[src/rtl/hex_digit_bank.sv]
// hex_digit_bank: N-digit hex/BCD register bank that drives active-low 7-segment displays.
// Each digit holds a 4-bit value and can be written through a valid/ready load port.
// On every prescaler tick the digits are held, rotated left, or counted up or down as BCD.
// digit_en only blanks the segment outputs; digit state keeps updating while blanked.
module hex_digit_bank #(
  parameter int N_DIGITS = 8,
  parameter int PRESCALE = 50000000,
  parameter int CNT_W    = 26,
  parameter int IDX_W    = 3
) (
  input  logic                    CLOCK_50,
  input  logic                    RESET,
  input  logic [1:0]              mode,
  input  logic [N_DIGITS-1:0]     digit_en,
  input  logic                    load_valid,
  output logic                    load_ready,
  input  logic [IDX_W-1:0]        load_idx,
  input  logic [3:0]              load_data,
  output logic                    tick,
  output logic                    wrap,
  output logic [4*N_DIGITS-1:0]   digits,
  output logic [7*N_DIGITS-1:0]   hex
);

  localparam logic [1:0] MODE_HOLD = 2'b00;
  localparam logic [1:0] MODE_ROT  = 2'b01;
  localparam logic [1:0] MODE_UP   = 2'b10;
  localparam logic [1:0] MODE_DN   = 2'b11;

  localparam logic [CNT_W-1:0] CNT_LAST = CNT_W'(PRESCALE - 1);
  localparam logic [6:0]       SEG_OFF  = 7'h7F;

  logic [CNT_W-1:0] r_cnt;
  logic             r_tick;
  logic             r_wrap;
  logic [3:0]       r_dig [N_DIGITS];

  logic [3:0]       w_rot [N_DIGITS];
  logic [3:0]       w_up  [N_DIGITS];
  logic [3:0]       w_dn  [N_DIGITS];
  logic [3:0]       w_nxt [N_DIGITS];
  logic             w_up_co;
  logic             w_dn_bo;
  logic             w_update;
  logic             w_wrap_nxt;

  // Active-low {g..a} segment pattern for one hex value.
  function automatic logic [6:0] seg7(input logic [3:0] v);
    logic [6:0] s;
    s = SEG_OFF;
    case (v)
      4'h0: s = 7'b1000000;
      4'h1: s = 7'b1111001;
      4'h2: s = 7'b0100100;
      4'h3: s = 7'b0110000;
      4'h4: s = 7'b0011001;
      4'h5: s = 7'b0010010;
      4'h6: s = 7'b0000010;
      4'h7: s = 7'b1111000;
      4'h8: s = 7'b0000000;
      4'h9: s = 7'b0010000;
      4'hA: s = 7'b0001000;
      4'hB: s = 7'b0000011;
      4'hC: s = 7'b1000110;
      4'hD: s = 7'b0100001;
      4'hE: s = 7'b0000110;
      4'hF: s = 7'b0001110;
      default: s = SEG_OFF;
    endcase
    return s;
  endfunction

  // Prescaler: free-running 0..PRESCALE-1 counter, tick registered on the wrap.
  always_ff @(posedge CLOCK_50 or posedge RESET) begin
    if (RESET) begin
      r_cnt  <= '0;
      r_tick <= 1'b0;
    end else if (r_cnt == CNT_LAST) begin
      r_cnt  <= '0;
      r_tick <= 1'b1;
    end else begin
      r_cnt  <= r_cnt + CNT_W'(1);
      r_tick <= 1'b0;
    end
  end

  // A tick in a non-hold mode owns the digit registers for that cycle.
  assign w_update   = r_tick & (mode != MODE_HOLD);
  assign load_ready = ~w_update;

  // Rotate left: each digit takes its lower neighbour, digit 0 takes the top digit.
  always_comb begin
    for (int i = 0; i < N_DIGITS; i++) begin
      w_rot[i] = r_dig[(i + N_DIGITS - 1) % N_DIGITS];
    end
  end

  // BCD increment ripple; out-of-range digits with carry-in normalise to 0.
  always_comb begin : p_up
    logic w_c;
    w_c = 1'b1;
    for (int i = 0; i < N_DIGITS; i++) begin
      w_up[i] = r_dig[i];
      if (w_c) begin
        if (r_dig[i] >= 4'd9) begin
          w_up[i] = 4'd0;
        end else begin
          w_up[i] = r_dig[i] + 4'd1;
          w_c     = 1'b0;
        end
      end
    end
    w_up_co = w_c;
  end

  // BCD decrement ripple; out-of-range digits with borrow-in clamp to 9 and stop the borrow.
  always_comb begin : p_dn
    logic w_b;
    w_b = 1'b1;
    for (int i = 0; i < N_DIGITS; i++) begin
      w_dn[i] = r_dig[i];
      if (w_b) begin
        if (r_dig[i] == 4'd0) begin
          w_dn[i] = 4'd9;
        end else if (r_dig[i] > 4'd9) begin
          w_dn[i] = 4'd9;
          w_b     = 1'b0;
        end else begin
          w_dn[i] = r_dig[i] - 4'd1;
          w_b     = 1'b0;
        end
      end
    end
    w_dn_bo = w_b;
  end

  // Next digit values: tick update first, otherwise an accepted in-range load.
  always_comb begin
    for (int i = 0; i < N_DIGITS; i++) begin
      w_nxt[i] = r_dig[i];
    end
    if (w_update) begin
      for (int i = 0; i < N_DIGITS; i++) begin
        case (mode)
          MODE_ROT: w_nxt[i] = w_rot[i];
          MODE_UP:  w_nxt[i] = w_up[i];
          MODE_DN:  w_nxt[i] = w_dn[i];
          default:  w_nxt[i] = r_dig[i];
        endcase
      end
    end else if (load_valid) begin
      for (int i = 0; i < N_DIGITS; i++) begin
        if (32'(load_idx) == 32'(i)) begin
          w_nxt[i] = load_data;
        end
      end
    end
  end

  // wrap flags a carry or borrow leaving the most significant digit.
  always_comb begin
    w_wrap_nxt = 1'b0;
    if (r_tick) begin
      if (mode == MODE_UP) begin
        w_wrap_nxt = w_up_co;
      end else if (mode == MODE_DN) begin
        w_wrap_nxt = w_dn_bo;
      end
    end
  end

  // Digit and wrap registers.
  always_ff @(posedge CLOCK_50 or posedge RESET) begin
    if (RESET) begin
      for (int i = 0; i < N_DIGITS; i++) begin
        r_dig[i] <= 4'd0;
      end
      r_wrap <= 1'b0;
    end else begin
      for (int i = 0; i < N_DIGITS; i++) begin
        r_dig[i] <= w_nxt[i];
      end
      r_wrap <= w_wrap_nxt;
    end
  end

  assign tick = r_tick;
  assign wrap = r_wrap;

  // Flatten raw digits and decode segments, blanking disabled digits.
  always_comb begin
    digits = '0;
    hex    = '1;
    for (int i = 0; i < N_DIGITS; i++) begin
      digits[4*i +: 4] = r_dig[i];
      hex[7*i +: 7]    = digit_en[i] ? seg7(r_dig[i]) : SEG_OFF;
    end
  end

endmodule

[config.mk]
export PLATFORM = sky130hd
export DESIGN_NAME = hex_digit_bank
export DESIGN_NICKNAME = d
export VERILOG_FILES = /design/src/rtl/hex_digit_bank.sv
export SDC_FILE = /design/constraint.sdc
export NUM_CORES = 1
export LEC_CHECK = 0
export ABC_AREA = 1
export ABC_CLOCK_PERIOD_IN_PS = 2600
export CELL_PAD_IN_SITES_DETAIL_PLACEMENT = 1
export CELL_PAD_IN_SITES_GLOBAL_PLACEMENT = 1
export CORE_ASPECT_RATIO = 1.75
export CORE_UTILIZATION = 39
export CTS_CLUSTER_SIZE = 8
export DETAILED_ROUTE_END_ITERATION = 7
export PLACE_DENSITY = 0.92
export SYNTH_ARGS = -nofsm -noshare
export SYNTH_HDL_FRONTEND = slang
export SYNTH_SLANG_ARGS = --single-unit
export TNS_END_PERCENT = 100
[constraint.sdc]
create_clock -name CLOCK_50 -period 2.6 [get_ports CLOCK_50]
set_clock_uncertainty 0.05 [all_clocks]
set_input_delay 0.52 -clock CLOCK_50 [delete_from_list [all_inputs] [get_ports CLOCK_50]]
set_output_delay 0.52 -clock CLOCK_50 [all_outputs]
set_load 0.005 [all_outputs]
==> flow_summary.yaml <==
cts:
  clk_pin_slew_ns: 0.06
  root_buffer: "clkbuf_16"
  cts_tree: "done"
  cts.sinks: 60
  clk_latency_ns: 0.34
  clockBufferDepth: 2
  cts_buffers: 9
  htree_num_levels: 3
detailed_routing:
  antenna_left: 0
  drc: 0
  dr.pass1.iters: 6
  wire_per_inst_um: 19.19
  avgViaCountPerCell: 5.766
  first_iter_violations: 364
  wl_mm: 26.60
  vias: 7991
critical_path:
  worstPathRequired_ns: 2.03
  cp-end-kind: "output pin"
  worstSetupStartpointType: "flip-flop"
  path_max_fanout: 7
  crit_type: "reg -> out"
  reg2reg_depth: 13
  cp_data_arrival_time_ns: 2.00
  r2r_start: "digits[9]$_DFFE_PP0P_"
  rrSetupSlack_ns: 0.17
  r2r_end: "digits[8]$_DFFE_PP0P_"
hold_path:
  hold_path_class: "reg -> reg"
  whs_endpoint: "r_cnt[0]$_DFF_PP0_"
  hold_start: "r_cnt[0]$_DFF_PP0_"
  holdPathStages: 1
timing:
  hold_viol: 0
  setup_tns_ns: 0
  finalSetupViolCount: 0
  grt_setup_unrepaired: "yes"
  maxSlewViolCount: 0
  min_period_ns: 2.566
  fmax_mhz: 389.7
  slew_headroom_pct: 41.91
  fin_crit_sh_pct: 98.70
  worst_slew_pin_slew_ns: 0.8647
cells_and_area:
  layout-drive-gt1-share_pct: 17.17
  final_cell_mix: "nand2_1, nand3_1, inv_1, clkdlybuf4s50_1, nor2_1"
  synthToLayoutAreaGrowth_pct: 32.12
  n_fill_cell: 2221
  fin_nets: 1228
  final_common_cell: "nand2_1"
  diodes: 0
logic_synthesis:
  yosysSeqAreaShare_pct: 22.48
  avgSynthCellArea_um2: 6.625
  synthCells: 1008
  syn-num-nets: 1082
  ys_warn_count: 0
  synth_area_um2: 6678
  synth_cell_types: 52
  ys_ff_latch: 60
grt:
  grt_use_met2_pct: 57.45
  grt_max_degree: 40
  antenna_found_initial: 0
  grt_pass1_wl_mm: 42.65
  grt_pass1_vias: 8663
  gr-total-overflow: 0
  track_usage_pct: 30.61
  use_met1_pct: 29.90
  grt.met3_usage_pct: 4.680
  busiest_layer: "met2"
floorplanning:
  io_pins: 111
  die_area_um2: 17670
  core_area_um2: 16870
  die_h_um: 175.1
  rows: 63
  start_util_pct: 39.59
  fp.dieW_um: 100.9
placed_design:
  dp_hpwl_mm: 19.59
  numPortBuffers: 110
  gp_congestion: 0.8957
job:
  maxCapViolCount: 0
power:
  leakagePower_nw: 4.135
  p_per_area_nw_per_um2: 618.8
  vdd_drop_max_uv: 360.5
  power_mw: 5.459
run_status:
  outcome: "complete, no violations"
==> sequential cells by signal, indices dropped and copies added, names as in the netlist <==
name / count
digits: 32
r_cnt: 26
tick: 1
wrap: 1
==> how the worst max path moves through the flow <==
stage,startpoint,end,slack (ns)
floorplan,RESET,digits[0]$_DFFE_PP0P_,0.55
global placement,digits[17]$_DFFE_PP0P_,hex[33],0.12
detailed placement,digits[17]$_DFFE_PP0P_,hex[33],0.09
CTS,digits[17]$_DFFE_PP0P_,hex[32],-0.01
global route,digits[29]$_DFFE_PP0P_,hex[54],-0.03
finish,digits[13]$_DFFE_PP0P_,hex[27],0.03
==> cells by family (layout without fill, tap and decap cells) <==
| group | after synthesis | after routing | synth area share [%] |
|---|---|---|---|
| simple gates | 509 | 509 | 34.66 |
| compound gates | 191 | 191 | 17.80 |
| buf+inv | 161 | 312 | 10.61 |
| flops | 60 | 60 | 22.48 |
| fa+ha+maj | 54 | 54 | 10.12 |
| xor+xnor | 33 | 33 | 4.328 |
==> per-stage QoR <==
step	instances	utilization (%)	hold slack, ns	area [µm²]	setup WS (ns)
2_1_floorplan	1008	-	0.4046	6678	0.5453
3_3_place_gp	1354	48.52	0.4380	8185	0.1209
6_report	1386	52.30	0.4547	8822	0.03387
4_1_cts	1375	51.06	0.4586	8613	-0.01158
3_5_place_dp	1354	48.52	0.4388	8185	0.09311
5_1_grt	1386	52.30	0.4909	8822	-0.03356
==> metal layers <==
metal	vias to the layer above	wire length [µm]
met5	-	0
met2	314	14370
met4	0	1701
li1	3684	-
met1	3845	9419
met3	148	1106
==> timing repair <==
item	4_1_cts	5_1_grt
buffers inserted	5	11
resized for setup	56	60
hold buffers	0	0
pin swaps	1	1
endpoints found under the setup margin	35	33
==> critical path: stages, from the launching register on <==
cell,delay (ns)
dfrtp_1,0.40
buf_4,0.19
ha_1,0.23
nand2_2,0.11
o21ai_0,0.08
nand2_1,0.07
nand3_1,0.07
clkdlybuf4s50_1,0.51
==> area by class of cell <==
class                      count  area (µm²)  area share (%)
clock inverter                 7       98.84           1.120
tap                          227       284.0           3.219
sequential                    60        1518           17.20
multi-input combinational    787        4597           52.11
clock buffer                   9       225.2           2.553
timing repair buffer         167        1599           18.13
inverter                     129       500.5           5.673
==> Yosys cell counts (all sizes together) <==
cell	number	area (µm²)
ha	54	675.7
o311ai	11	96.34
or2	2	12.51
o211ai	41	312.8
xor2	31	271.5
nor3	22	121.4
clkbuf	7	30.03
inv	126	485.5
nor4	6	43.79
buf	25	180.2
clkinv	3	12.51
xnor2	2	17.52
o2111ai	5	43.79
o21ai	76	399.1
o21bai	2	18.77
nand4	15	106.4
a31oi	3	18.77
nor2	91	405.4
nand3b	2	15.01
a211oi	1	7.510
nand3	114	603.1
a21boi	1	7.510
a21oi	39	198.9
dfrtp	60	1501
o22ai	6	37.54
a22oi	4	30.03
o221ai	2	17.52
nand2	257	1007
==> power by group <==
group          total [mW]  switching [mW]  internal, mW
combinational        2.88            1.64          1.24
sequential           1.24           0.200          1.04
clock                1.34           0.495         0.844
No activity file was read; power rests on OpenSTA's default activity.
